==> config.mk <==
export PLATFORM = sky130hd
export DESIGN_NAME = ascii_result_tx_flat
export DESIGN_NICKNAME = d
export VERILOG_FILES = /design/src/rtl/ascii_result_tx_if.sv /design/src/rtl/ascii_result_tx.sv /design/src/flat_wrapper.sv
export SDC_FILE = /design/constraint.sdc
export NUM_CORES = 1
export LEC_CHECK = 0
export CORE_AREA = 5 5 57 59
export CTS_CLUSTER_DIAMETER = 50
export DETAILED_ROUTE_END_ITERATION = 6
export DIE_AREA = 0 0 62 64
export PLACE_DENSITY = 0.72
export SYNTH_ARGS = -nofsm -noshare
export SYNTH_HDL_FRONTEND = slang
export SYNTH_SLANG_ARGS = --single-unit
==> constraint.sdc <==
create_clock -name clk -period 2 [get_ports clk]
set_clock_uncertainty 0.15 [all_clocks]
set_input_delay 0.2 -clock clk [delete_from_list [all_inputs] [get_ports clk]]
set_output_delay 0.2 -clock clk [all_outputs]
set_load 0.05 [all_outputs]
==> src/rtl/ascii_result_tx_if.sv <==
// Bundle of the capture inputs and the character output channel of ascii_result_tx.
// Producer (master) drives load/S/C5/E and char_ready; the transmitter (slave) drives the rest.
`timescale 1ns/1ps

interface ascii_result_tx_if;
    logic       load;
    logic [4:0] S;
    logic       C5;
    logic       E;
    // Valid/ready: a character transfers on every rising edge where char_valid
    // and char_ready are both 1; char_valid never drops and char_out never changes
    // while waiting for char_ready, and char_ready is ignored when char_valid is 0.
    logic       char_ready;
    logic [7:0] char_out;
    logic       char_valid;
    logic       busy;
    logic       done;
    logic [2:0] state_dbg;

    modport master (
        output load, S, C5, E, char_ready,
        input  char_out, char_valid, busy, done, state_dbg
    );

    modport slave (
        input  load, S, C5, E, char_ready,
        output char_out, char_valid, busy, done, state_dbg
    );
endinterface

==> src/rtl/ascii_result_tx.sv <==
// Captures an adder result, converts it to two ASCII decimal digits by repeated
// subtraction and streams them out. Define TX_LF_EN to append a line feed per result.
`timescale 1ns/1ps

module ascii_result_tx (
    input logic clk,
    input logic reset,
    ascii_result_tx_if.slave bus
);

    typedef enum logic [2:0] {
        IDLE    = 3'd0,
        CONV    = 3'd1,
        SEND_T  = 3'd2,
        SEND_O  = 3'd3,
`ifdef TX_LF_EN
        SEND_LF = 3'd4,
`endif
        FIN     = 3'd5
    } state_t;

    state_t     state;
    logic [5:0] rem;
    logic [2:0] tens;
    logic [7:0] char_out_q;
    logic       char_valid_q;
    logic       busy_q;
    logic       done_q;
    logic       handshake;

    assign handshake      = char_valid_q && bus.char_ready;
    assign bus.char_out   = char_out_q;
    assign bus.char_valid = char_valid_q;
    assign bus.busy       = busy_q;
    assign bus.done       = done_q;
    assign bus.state_dbg  = state;

    always_ff @(posedge clk) begin
        if (reset) begin
            state        <= IDLE;
            rem          <= 6'd0;
            tens         <= 3'd0;
            char_out_q   <= 8'h00;
            char_valid_q <= 1'b0;
            busy_q       <= 1'b0;
            done_q       <= 1'b0;
        end else begin
            done_q <= 1'b0;
            case (state)
                IDLE: begin
                    if (bus.load) begin
                        // E marks C5 as the true MSB; otherwise the value is just S.
                        rem    <= bus.E ? {bus.C5, bus.S} : {1'b0, bus.S};
                        tens   <= 3'd0;
                        busy_q <= 1'b1;
                        state  <= CONV;
                    end
                end
                CONV: begin
                    if (rem >= 6'd10) begin
                        rem  <= rem - 6'd10;
                        tens <= tens + 3'd1;
                    end else begin
                        char_out_q   <= 8'h30 + {5'd0, tens};
                        char_valid_q <= 1'b1;
                        state        <= SEND_T;
                    end
                end
                SEND_T: begin
                    if (handshake) begin
                        char_out_q <= 8'h30 + {2'd0, rem};
                        state      <= SEND_O;
                    end
                end
                SEND_O: begin
                    if (handshake) begin
`ifdef TX_LF_EN
                        char_out_q <= 8'h0A;
                        state      <= SEND_LF;
`else
                        char_valid_q <= 1'b0;
                        done_q       <= 1'b1;
                        state        <= FIN;
`endif
                    end
                end
`ifdef TX_LF_EN
                SEND_LF: begin
                    if (handshake) begin
                        char_valid_q <= 1'b0;
                        done_q       <= 1'b1;
                        state        <= FIN;
                    end
                end
`endif
                FIN: begin
                    busy_q <= 1'b0;
                    state  <= IDLE;
                end
                default: begin
                    char_valid_q <= 1'b0;
                    busy_q       <= 1'b0;
                    state        <= IDLE;
                end
            endcase
        end
    end

endmodule

==> src/flat_wrapper.sv <==
// flat-port wrapper written by rule: the top's interface ports become plain ports
module ascii_result_tx_flat 
  (clk, reset, bus_load, bus_S, bus_C5, bus_E, bus_char_ready, bus_char_out, bus_char_valid, bus_busy, bus_done, bus_state_dbg);
  ascii_result_tx_if bus_i ();
  input logic clk;
  input logic reset;
  input wire logic [$bits(bus_i.load)-1:0] bus_load;
  input wire logic [$bits(bus_i.S)-1:0] bus_S;
  input wire logic [$bits(bus_i.C5)-1:0] bus_C5;
  input wire logic [$bits(bus_i.E)-1:0] bus_E;
  input wire logic [$bits(bus_i.char_ready)-1:0] bus_char_ready;
  output wire logic [$bits(bus_i.char_out)-1:0] bus_char_out;
  output wire logic [$bits(bus_i.char_valid)-1:0] bus_char_valid;
  output wire logic [$bits(bus_i.busy)-1:0] bus_busy;
  output wire logic [$bits(bus_i.done)-1:0] bus_done;
  output wire logic [$bits(bus_i.state_dbg)-1:0] bus_state_dbg;
  assign bus_i.load = bus_load;
  assign bus_i.S = bus_S;
  assign bus_i.C5 = bus_C5;
  assign bus_i.E = bus_E;
  assign bus_i.char_ready = bus_char_ready;
  assign bus_char_out = bus_i.char_out;
  assign bus_char_valid = bus_i.char_valid;
  assign bus_busy = bus_i.busy;
  assign bus_done = bus_i.done;
  assign bus_state_dbg = bus_i.state_dbg;
  ascii_result_tx u_core (.clk(clk), .reset(reset), .bus(bus_i));
endmodule
### After elaboration in Yosys (flattened, before gate mapping)

Index checks and enable logic that the tools add are counted.

| operators by class | value |
|---|---|
| add/subtract/negate cells | 4 |
| bitwise gates (word level) | 3 |
| muxes and demuxes | 21 |
| $lt $le $gt $ge | 1 |
| reductions and logical operators | 12 |
| equal/unequal tests | 9 |

Operators with widths:

| operator | number |
|---|---|
| $mux 3 | 6 |
| $mux 6 | 3 |
| $mux 8 | 2 |
| $pmux 8 s2 | 1 |
| $pmux 3 s4 | 1 |
| $pmux 6 s2 | 1 |
| $reduce_and 3->1 | 3 |
| $add 6x3->7 const A | 1 |
| $add 6x6->7 const A | 1 |
| $eq 3x2->1 const B | 2 |
| $ge 6x4->1 const B | 1 |
| $ne 2x1->1 const B | 3 |
| $pmux 3 s2 | 1 |
| $reduce_or 3->1 | 2 |
| $sub 6x4->6 const B | 1 |
| $mux 1 | 4 |
| $ne 2x2->1 const B | 2 |
| $reduce_and 4->1 | 1 |
| $reduce_bool 2->1 | 2 |
| $add 3x1->3 const B | 1 |
| $eq 3x1->1 const B | 1 |
| $eq 3x3->1 const B | 1 |
| $logic_not 3->1 | 1 |
| $not 1->1 | 3 |
| other kinds (5) | 5 |

| word-level totals | value |
|---|---|
| output and inout port bits | 14 |
| bits in registers | 23 |

### Logic depth before layout (Yosys ltp)

| logic depth | value |
|---|---|
| depth after elaboration | 4 |
| gate-level depth with buffers | 7 |

### Worst setup path before layout

No wires, ideal clock.

| timing | value |
|---|---|
| path type | reg2reg |
| start point | register u_core.state[0] (netlist: u_core.bus.state_dbg[0]) |
| end point | register u_core.tens[2] |
| required time | 1.733 ns |
| cell stages (with the launch flop) | 6 |
| arrival time | 1.694 ns |
| library setup time | 0.117 ns |
| slack | 0.038 ns |
| period minus slack after synthesis | 1.962 ns |
| path through | dfxtp_1 > buf_2 > nor2_1 > a311oi_4 > o21ai_2 > a32o_1 |

| between the ends | value |
|---|---|
| word-level cells in the longest chain between the ends | 3 |

RTL lines:

| item | line | source |
|---|---|---|
| from (decl) | ascii_result_tx.sv:22 | `state_t state;` |
| from (signal assigned) | ascii_result_tx.sv:40 | `state <= IDLE;` |
| from (signal assigned) | ascii_result_tx.sv:56 | `state <= CONV;` |
| from (signal assigned) | ascii_result_tx.sv:66 | `state <= SEND_T;` |
| $eq 3x1->1 / $logic_not 3->1 (equally long branches) | ascii_result_tx.sv:49 | `case (state)` |
| $ne 2x1->1 (no line) (tied with other cells) | - |  |
| $reduce_and 3->1 (no line) | - |  |
| to (signal assigned) | ascii_result_tx.sv:62 | `tens <= tens + 3'd1;` |
| to (decl) | ascii_result_tx.sv:24 | `logic [2:0] tens;` |

Several ways; a longest one is shown, not always the timed one.
A chain may end at the register's enable or synchronous reset.

### Final worst setup path

| timing | value |
|---|---|
| start point | register u_core.rem[4] |
| end point | register u_core.tens[2] |

| between the ends | value |
|---|---|
| word-level cells in the longest chain between the ends | 3 |

RTL lines:

| item | line | source |
|---|---|---|
| from (decl) | ascii_result_tx.sv:23 | `logic [5:0] rem;` |
| from (signal assigned) | ascii_result_tx.sv:53 | `rem <= bus.E ? {bus.C5, bus.S} : {1'b0, bus.S};` |
| from (signal assigned) | ascii_result_tx.sv:61 | `rem <= rem - 6'd10;` |
| $ge 6x4->1 | ascii_result_tx.sv:60 | `if (rem >= 6'd10) begin` |
| $ne 2x1->1 (no line) | - |  |
| $reduce_and 3->1 (no line) | - |  |

No other way between the ends.

==> flow_summary.ini <==
[logic_synthesis]
synthesis.area_um2 = 1150
yosysTopAreaCellShare_pct = 38.3
muxShareOfSynthArea_pct = 2.61
synth_warnings = 0
yosys.area.top_type = dfxtp_1
synthSimpleGateAreaFrac_pct = 21.1
synth.distinct_cells = 42
seq_area_frac_synth_pct = 38.3
synth_xor_area_share_pct = 0
syn_avg_cell_area_um2 = 9.43
synthAdderAreaFrac_pct = 3.26
synthArstFlopShare_pct = 0
ys_ff_latch = 22
syn_nets = 136
synth_flop_cell = dfxtp_1
synthTopCellsByArea = dfxtp_1 38%, a211oi_2 5.4%, nand2_1 3.6%, nor2_1 3.6%, ha_1 3.3%
synth_top_family_by_area = compound AO/OA/AOI/OAI gates
synth_compound_gate_area_share_pct = 27.7
syn_inst = 122
synth_enable_flop_cells = 0

[clock_tree]
post-cts-setup-buffers = 0
cts_buffer_depth = 2
htree_levels = 1
cts_tree = yes
insertion_delay_ps = 320
cts_buffers = 3
cts.sinks = 22
path_clk_slew_ps = 130
cts_root_buffer = clkbuf_4

[route]
drtPass1Iterations = 4
drt_iter0_drc = 41
wl_per_cell_um = 15.6
detail_route.wirelength_um = 2790
dr_total_vias = 1012
drcViolationCount = 0
ant_nets = 0
avgViaCountPerCell = 5.65

[timing]
max_slew.worst_pin.slew_ps = 500
fin_crit_sh_pct = 94.2
max_freq_mhz = 531
setup-violations-final = 0
final-hold-violation-count = 0
rsz0062_at_grt = false
finalWorstPathRequiredPeriod_ps = 1880
relSlewSlack_pct = 66.6
tns_ps = 0
drv_slew = 0
fin_ws_ps = 116

[setup_path]
worst_setup_path_start_kind = register
cp.required_ps = 2080
setup.worst_path.end_class = register
slowest_delay_ps = 440
cp_top_family = compound AO/OA/AOI/OAI gates
path_cells = inv_1 > ha_1 > a311oi_4 > o21ai_2 > a32o_1
crit_buf_inv = 1
cp_max_fo = 6
critPathKind = register to register
slowest_stage = dfxtp_1
cp_data_arrival_time_ps = 1960

[run]
drv_cap = 0

[floorplanning]
die_area_um2 = 3970
fp.dieW_um = 62
rows = 19
start_util_pct = 43.2
dieHeight_um = 64
core_um2 = 2660
io_pins = 25

[power_and_ir_drop]
leakage_nw = 0.536
finalPower_mw = 1.71
powerDensity_nw_per_um2 = 1170
ir_drop_mv = 0.944

[cells_and_area]
final_area_um2 = 1470
areaGrowthSynthToFinish_pct = 27.4
seq_area_um2 = 440
layout.nets = 163
diodes = 0
drive_above_1_share_pct = 19.6
multi_input_area_um2 = 633
nFillCells = 262

[global_routing]
grt_use_total_pct = 15.3
grt_pass1_vias = 1043
grt_first_pass_wirelength_um = 4750
grt.overflow.total = 0
antenna_found_initial = 0
grt_max_degree = 14

[outcome]
status = complete, no violations

[worst_hold_path]
hp-class = primary input to register

[placed_design]
placement.cell_area_um2 = 1410
dp_slack_ps = 149
dp_hpwl_um = 2180
gp_congestion = 0.890
io_buffers = 23
[final timing paths]
| check | from | end | slack, ps | cells after the start |
|---|---|---|---|---|
| setup / recovery | u_core.rem[4] | u_core.tens[2] | 120 | 5 |
| hold / removal | bus_S[0] | u_core.rem[0] | 300 | 3 |
| setup reg to reg | u_core.rem[4] | u_core.tens[2] | 120 | 5 |
| hold reg to reg | u_core.bus.busy | u_core.bus.busy | 320 | 2 |
[layer usage]
metal  vias to the layer above  global-route usage, %  wire length [um]
met1                       493                   20.1              1210
li1                        494                      -                 -
met3                         4                   2.82               117
met5                         -                      0                 0
met2                        21                   24.2              1420
met4                         0                   5.84                38
[sequential cells by signal, summed over array words and instances, names as in the netlist]
| register | flops |
|---|---|
| u_core.bus.state_dbg | 3 |
| u_core.bus.busy | 1 |
| u_core.bus.done | 1 |
| u_core.bus.char_valid | 1 |
| u_core.bus.char_out | 7 |
| u_core.tens | 3 |
| u_core.rem | 6 |
[cells by family (layout without fill, tap and decap cells)]
group / count (synthesis) / count (layout)
buffers and inverters: 15 / 41
AOI/OAI and AO/OA: 37 / 37
other: 1 / 1
adders and majority gates: 3 / 3
DFF: 22 / 22
muxes: 3 / 3
and+or+nand+nor: 41 / 41
[per-stage QoR]
| step | instances | hold WS (ps) | utilization [%] |
|---|---|---|---|
| 6_report | 179 | 303 | 55.0 |
| 5_1_grt | 179 | 284 | 55.0 |
| 4_1_cts | 179 | 295 | 54.9 |
| 3_5_place_dp | 175 | 302 | 53.0 |
| 3_3_place_gp | 175 | 306 | 53.0 |
| 2_1_floorplan | 122 | 186 | - |
[what timing repair did]
action                                  CTS  global route
hold buffers                              0             0
gates resized for setup                   0             1
endpoints found under the setup margin    0             1
[Yosys cell counts, drive strengths merged, types with 2 or more instances]
cell / count
buf: 5
or3b: 2
a32o: 2
a311oi: 2
nand2b: 2
a22oi: 2
and2: 2
inv: 8
nor3b: 4
dfxtp: 22
o211ai: 2
clkbuf: 2
a32oi: 2
a31oi: 3
mux2i: 3
o21ai: 7
a21oi: 6
nand2: 11
nor2: 11
a211oi: 9
nor4: 3
ha: 3
[layout make-up]
type,count,share of cell area (%)
tap,31,2.65
sequential,22,30.1
timing repair buffer,29,18.4
multi-input combinational,85,43.2
inverter,8,2.05
clock buffer,3,1.54
clock inverter,1,2.05
[power by group]
| part | leakage [nW] | switching (mW) | total [mW] | internal (mW) |
|---|---|---|---|---|
| combinational | 0.329 | 0.466 | 0.770 | 0.304 |
| clock | 0.0279 | 0.144 | 0.347 | 0.203 |
| sequential | 0.180 | 0.0770 | 0.591 | 0.514 |
[worst reg2reg max path, cell delays in order, from the launching register on]
cell,delay (ps)
dfxtp_1,440
inv_1,100
ha_1,300
a311oi_4,440
o21ai_2,110
a32o_1,270
[cells in the final DEF (no fill, tap or decap), types with 2 or more instances in the layout]
master / netlist / final
dfxtp_1: 22 / 22
clkdlybuf4s50_1: 0 / 19
nor2_1: 11 / 11
nand2_1: 11 / 11
buf_4: 1 / 9
inv_1: 8 / 8
a211oi_2: 5 / 5
o21ai_0: 5 / 5
a21oi_1: 5 / 5
a211oi_1: 4 / 4
mux2i_1: 3 / 3
nor4_1: 3 / 3
a31oi_1: 3 / 3
ha_1: 3 / 3
clkbuf_4: 0 / 3
o21ai_2: 2 / 2
nor3b_4: 2 / 2
and2_1: 2 / 2
a32oi_1: 2 / 2
a22oi_1: 2 / 2
nand2b_1: 2 / 2
o211ai_1: 2 / 2
No activity file was read; power rests on OpenSTA's default activity.
